### config.mk
export PLATFORM = sky130hd
export DESIGN_NAME = max_in_n_datas_seq
export DESIGN_NICKNAME = d
export VERILOG_FILES = /design/src/rtl/max_in_n_datas_seq.sv
export SDC_FILE = /design/constraint.sdc
export NUM_CORES = 1
export LEC_CHECK = 0
export CAP_MARGIN = 20
export CORE_UTILIZATION = 41
export DETAILED_ROUTE_END_ITERATION = 16
export PLACE_DENSITY_LB_ADDON = 0.25
export REMOVE_ABC_BUFFERS = 1
export SLEW_MARGIN = 20
export SYNTH_ARGS = -nofsm -noshare
export SYNTH_HDL_FRONTEND = slang
export SYNTH_SLANG_ARGS = --single-unit
### constraint.sdc
create_clock -name clk -period 7.6 [get_ports clk]
set_clock_uncertainty 0.1 [all_clocks]
set_input_delay 1.14 -clock clk [delete_from_list [all_inputs] [get_ports clk]]
set_output_delay 1.14 -clock clk [all_outputs]
set_load 0.1 [all_outputs]
### src/rtl/max_in_n_datas_seq.sv
// Sequential max-finder: scans LANES masked scores per cycle and reports the largest with a one-hot index.
// Optional binary index output index_bin_o is enabled by defining MAX_IN_DATAS_BIN_INDEX_EN.
//
//   state   | meaning
//   --------+------------------------------------------------------------
//   IDLE    | ready for start_i; results hold their last completed value
//   SCAN    | one chunk of LANES entries compared against the running best per edge
//   DONE    | results just updated; done_o pulses for this single cycle
module max_in_n_datas_seq #(
    parameter int NUM   = 16,
    parameter int WIDTH = 5,
    parameter int LANES = 4,
    localparam int IDX_W = (NUM > 1) ? $clog2(NUM) : 1
) (
    input  logic                   clk,
    input  logic                   rst_n,
    input  logic                   start_i,
    input  logic                   abort_i,
    input  logic [NUM*WIDTH-1:0]   data_i,
    input  logic [NUM-1:0]         mask_i,
    output logic                   ready_o,
    output logic                   done_o,
    output logic                   found_o,
    output logic [WIDTH-1:0]       data_o,
    output logic [NUM-1:0]         index_o
`ifdef MAX_IN_DATAS_BIN_INDEX_EN
    ,
    output logic [IDX_W-1:0]       index_bin_o
`endif
);

    localparam int CHUNKS = NUM / LANES;
    localparam int CNT_W  = (CHUNKS > 1) ? $clog2(CHUNKS) : 1;

    typedef enum logic [1:0] {
        ST_IDLE = 2'd0,
        ST_SCAN = 2'd1,
        ST_DONE = 2'd2
    } state_t;

    state_t                 state_q, state_d;
    logic [CNT_W-1:0]       cnt_q, cnt_d;
    logic [NUM*WIDTH-1:0]   shadow_data_q, shadow_data_d;
    logic [NUM-1:0]         shadow_mask_q, shadow_mask_d;

    logic                   best_found_q, best_found_d;
    logic [WIDTH-1:0]       best_val_q, best_val_d;
    logic [IDX_W-1:0]       best_idx_q, best_idx_d;

    logic                   res_found_q, res_found_d;
    logic [WIDTH-1:0]       res_data_q, res_data_d;
    logic [NUM-1:0]         res_index_q, res_index_d;
`ifdef MAX_IN_DATAS_BIN_INDEX_EN
    logic [IDX_W-1:0]       res_bin_q, res_bin_d;
`endif

    logic [WIDTH-1:0]       score [NUM];
    logic                   cand_found;
    logic [WIDTH-1:0]       cand_val;
    logic [IDX_W-1:0]       cand_idx;
    logic [IDX_W-1:0]       pos;
    logic                   last_chunk;

    always_comb begin
        for (int k = 0; k < NUM; k++) begin
            score[k] = shadow_data_q[k*WIDTH +: WIDTH];
        end
    end

    // Lanes are visited in ascending order with a strict '>' so the lowest index wins every tie,
    // both inside a chunk and against the best carried from earlier chunks.
    always_comb begin
        cand_found = best_found_q;
        cand_val   = best_val_q;
        cand_idx   = best_idx_q;
        pos        = '0;
        for (int l = 0; l < LANES; l++) begin
            pos = IDX_W'(int'(cnt_q) * LANES + l);
            if (shadow_mask_q[pos] && (!cand_found || (score[pos] > cand_val))) begin
                cand_found = 1'b1;
                cand_val   = score[pos];
                cand_idx   = pos;
            end
        end
    end

    assign last_chunk = (cnt_q == CNT_W'(CHUNKS - 1));

    always_comb begin
        state_d       = state_q;
        cnt_d         = cnt_q;
        shadow_data_d = shadow_data_q;
        shadow_mask_d = shadow_mask_q;
        best_found_d  = best_found_q;
        best_val_d    = best_val_q;
        best_idx_d    = best_idx_q;
        res_found_d   = res_found_q;
        res_data_d    = res_data_q;
        res_index_d   = res_index_q;
`ifdef MAX_IN_DATAS_BIN_INDEX_EN
        res_bin_d     = res_bin_q;
`endif
        case (state_q)
            ST_IDLE: begin
                if (start_i) begin
                    shadow_data_d = data_i;
                    shadow_mask_d = mask_i;
                    best_found_d  = 1'b0;
                    best_val_d    = '0;
                    best_idx_d    = '0;
                    cnt_d         = '0;
                    state_d       = ST_SCAN;
                end
            end
            ST_SCAN: begin
                if (abort_i) begin
                    state_d = ST_IDLE;
                end else begin
                    best_found_d = cand_found;
                    best_val_d   = cand_val;
                    best_idx_d   = cand_idx;
                    cnt_d        = cnt_q + CNT_W'(1);
                    if (last_chunk) begin
                        state_d     = ST_DONE;
                        res_found_d = cand_found;
                        res_data_d  = cand_found ? cand_val : '0;
                        res_index_d = cand_found ? (NUM'(1) << cand_idx) : '0;
`ifdef MAX_IN_DATAS_BIN_INDEX_EN
                        res_bin_d   = cand_found ? cand_idx : '0;
`endif
                    end
                end
            end
            ST_DONE: begin
                state_d = ST_IDLE;
            end
            default: begin
                state_d = ST_IDLE;
            end
        endcase
    end

    always_ff @(posedge clk or negedge rst_n) begin
        if (!rst_n) begin
            state_q       <= ST_IDLE;
            cnt_q         <= '0;
            shadow_data_q <= '0;
            shadow_mask_q <= '0;
            best_found_q  <= 1'b0;
            best_val_q    <= '0;
            best_idx_q    <= '0;
            res_found_q   <= 1'b0;
            res_data_q    <= '0;
            res_index_q   <= '0;
`ifdef MAX_IN_DATAS_BIN_INDEX_EN
            res_bin_q     <= '0;
`endif
        end else begin
            state_q       <= state_d;
            cnt_q         <= cnt_d;
            shadow_data_q <= shadow_data_d;
            shadow_mask_q <= shadow_mask_d;
            best_found_q  <= best_found_d;
            best_val_q    <= best_val_d;
            best_idx_q    <= best_idx_d;
            res_found_q   <= res_found_d;
            res_data_q    <= res_data_d;
            res_index_q   <= res_index_d;
`ifdef MAX_IN_DATAS_BIN_INDEX_EN
            res_bin_q     <= res_bin_d;
`endif
        end
    end

    assign ready_o = (state_q == ST_IDLE);
    assign done_o  = (state_q == ST_DONE);
    assign found_o = res_found_q;
    assign data_o  = res_data_q;
    assign index_o = res_index_q;
`ifdef MAX_IN_DATAS_BIN_INDEX_EN
    assign index_bin_o = res_bin_q;
`endif

endmodule

==> impl_metrics.py <==
metrics = {
    "run_status": {
        "outcome": "complete, no violations",
    },
    "yosys": {
        "synth_top_area_cell": "dfrtp_1",
        "ys_types": 48,
        "yosys_warnings": 0,
        "synthSimpleGateAreaFrac": 0.05994,
        "synth_compound_area_frac": 0.09253,
        "syn-cell-area_mm2": 0.006450,
        "synth_top_area_frac": 0.5121,
        "netlist_instances": 469,
        "synth_top_family_by_area": "multiplexers",
        "synthAdderAreaFrac": 0.04074,
        "syn_area_per_cell_um2": 13.75,
        "synth_area_leaders": "dfrtp_1 51%, mux2_2 17%, mux4_2 8.0%, ha_1 4.1%, a22o_1 2.3%",
        "seq_area_frac_synth": 0.5121,
        "synth_seq_cells": 132,
        "synthTopCellsByCount": "132 x dfrtp_1, 97 x mux2_2, 25 x o21ai_0, 23 x mux4_2, 21 x ha_1",
        "synth_flop_cell": "dfrtp_1",
        "synth_async_sr_flop_share": 1.000,
        "synth-xor-area-share": 0,
        "synth_mux_area_frac": 0.2691,
        "synth_edf_count": 0,
        "yosysMostFrequentCell": "dfrtp_1",
    },
    "finish": {
        "fill_cells": 1283,
        "drive_gt1_frac": 0.3041,
        "diodes": 0,
        "nNetsFinal": 723,
        "syn_to_final_growth_pct": 33.81,
    },
    "clock_network": {
        "clkTransAtPathRegs_ns": 0.06,
        "cts_buffer_depth": 2,
        "cts-buffers-inserted": 17,
        "holdBufCountCts": 0,
        "htree_levels": 4,
        "clk_latency_ns": 0.42,
        "root_buffer": "clkbuf_16",
        "numClockSinks": 132,
        "cts_tree": "done",
    },
    "route": {
        "dr.pass1.iters": 4,
        "routed_wl_um": 14280,
        "drcViolationCount": 0,
        "drtAntennaViolNets": 0,
        "wl_per_cell_um": 17.29,
        "drt_iter0_drc": 225,
        "vias": 4401,
        "viasPerCell": 5.328,
    },
    "global_routing": {
        "grt.total_usage": 0.1896,
        "use_met2": 0.3147,
        "use_met3": 0.04606,
        "grt_pass1_wl_um": 23600,
        "grt-ovfl-total": 0,
        "antenna_found_initial": 0,
        "first_global_vias": 4617,
        "grt_max_degree": 77,
        "grt_util_met1": 0.2420,
        "grt-busiest-layer": "met2",
    },
    "timing": {
        "slew_headroom": 0.3488,
        "fmax_ghz": 0.1391,
        "finalHoldViolCount": 0,
        "finalCritPeriodShare": 0.9457,
        "fin_ws_ns": 0.4125,
        "rsz0062_at_grt": "false",
        "tightest_slew_ns": 0.9738,
        "min_period_ns": 7.187,
        "setup_viol": 0,
        "finalMaxSlewViolations": 0,
    },
    "critical_path": {
        "r2r-start": "cnt_q[0]",
        "worstPathArrival_ns": 7.39,
        "worstRegToRegCells": 29,
        "path_class": "reg2reg",
        "cp-endpoint": "index_o[1]",
        "crit_path_end_kind": "flip-flop",
        "worstSetupStartpoint": "cnt_q[0]",
        "timing.rr.end": "index_o[1]",
        "required_ns": 7.81,
        "r2r_setup_slack_ns": 0.41,
        "slowest_stage": "mux4_2",
        "slowest_delay_ns": 0.57,
        "crit_path_start_kind": "flip-flop",
        "path_common_cell": "ha_1",
        "worstPathMaxFanout": 13,
    },
    "flow_run": {
        "max_cap_violations": 0,
    },
    "placement": {
        "gp_congestion": 0.8204,
        "place_ws_ns": 0.2148,
        "port_buffers": 123,
        "dp_hpwl_um": 10200,
    },
    "min_path": {
        "hp-class": "reg2reg",
    },
    "floorplanning": {
        "fp-row-count": 45,
        "ios": 124,
        "fp.dieArea_mm2": 0.01624,
        "die_height_um": 127.4,
        "fp.coreArea_mm2": 0.01526,
        "die_w_um": 127.4,
        "start_util": 0.4227,
    },
}
[state kept, by name, indices dropped and copies added (netlist names), 2 cells and up]
signal	count
best_val_q	5
shadow_data_q	80
index_o	16
shadow_mask_q	16
best_idx_q	4
cnt_q	2
state_q	2
data_o	5
[layer usage]
metal | vias up | wire length (µm)
li1 | 2034 | -
met1 | 2233 | 6142
met2 | 117 | 7272
met3 | 17 | 682
met4 | 0 | 181
met5 | - | 0
[through the flow]
| stage | util | hold WS, ns | TNS, ns | std cells | instance area (µm²) |
|---|---|---|---|---|---|
| after detailed placement | 0.5181 | 0.3895 | 0 | 786 | 7905 |
| final | 0.5656 | 0.4023 | 0 | 826 | 8631 |
| after global routing | 0.5656 | 0.4177 | 0 | 826 | 8631 |
| after global placement | 0.5181 | 0.3826 | 0 | 786 | 7905 |
| after CTS | 0.5591 | 0.4024 | 0 | 818 | 8531 |
| after floorplan | - | 0.3634 | -30.68 | 442 | 6330 |
[logic make-up after synthesis]
logic type               count (synthesis)
buffers and inverters                   39
flip-flops                             132
multiplexers                           132
adder cells (fa/ha/maj)                 21
AND/OR/NAND/NOR                         62
AO/OA/AOI/OAI                           83
[worst max-delay path, delay by kind of cell (launching register included)]
kind,cells,cell delay [ns]
AO/OA/AOI/OAI,16,3.11
adder cells (fa/ha/maj),4,1.16
buffers and inverters,2,0.41
flip-flops,1,0.47
multiplexers,3,1.20
AND/OR/NAND/NOR,4,0.62
[timing repair]
item                       in CTS  in global routing
buffers inserted                0                  8
gates resized for setup         0                 10
setup endpoints to repair       0                 22
[area by class of cell]
type	count	area [µm²]	area share
sequential	132	3304	0.3829
clock buffer	20	446.7	0.05175
tap	211	264.0	0.03059
multi-input combinational	298	3017	0.3495
timing repair buffer	141	1375	0.1593
clock inverter	12	178.9	0.02073
inverter	12	45.04	0.005219
[worst min path at each step]
stage / depth (start not counted) / from / endpoint
after CTS: 1 / found_o / found_o
final: 1 / shadow_mask_q[7] / shadow_mask_q[7]
after detailed placement: 1 / found_o / found_o
after global routing: 1 / shadow_data_q[48] / shadow_data_q[48]
after floorplan: 2 / best_idx_q[0] / best_idx_q[0]
after global placement: 1 / found_o / found_o
[layout by cell type, fill, tap and decap left out, drive strengths merged, types with 2 or more instances in the layout]
cell | synthesis | layout
a21o | 2 | 2
a21oi | 10 | 10
a22o | 17 | 17
a22oi | 3 | 3
a32o | 3 | 3
a32oi | 7 | 7
and3 | 5 | 5
buf | 10 | 19
bufinv | 0 | 4
clkbuf | 17 | 20
clkdlybuf4s50 | 0 | 122
clkinv | 0 | 4
clkinvlp | 0 | 3
dfrtp | 132 | 132
ha | 21 | 21
inv | 12 | 13
mux2 | 98 | 98
mux2i | 11 | 11
mux4 | 23 | 23
nand2 | 20 | 20
nand2b | 4 | 4
nand3 | 2 | 2
nand4 | 2 | 2
nor2 | 11 | 11
nor2b | 6 | 6
nor3b | 2 | 2
nor4b | 5 | 5
o21a | 5 | 5
o21ai | 26 | 26
o21bai | 2 | 2
o22ai | 2 | 2
Power is left out: the tool's default activity adds up to more than one toggle a clock period on the data nets, which glitch-free logic cannot reach.
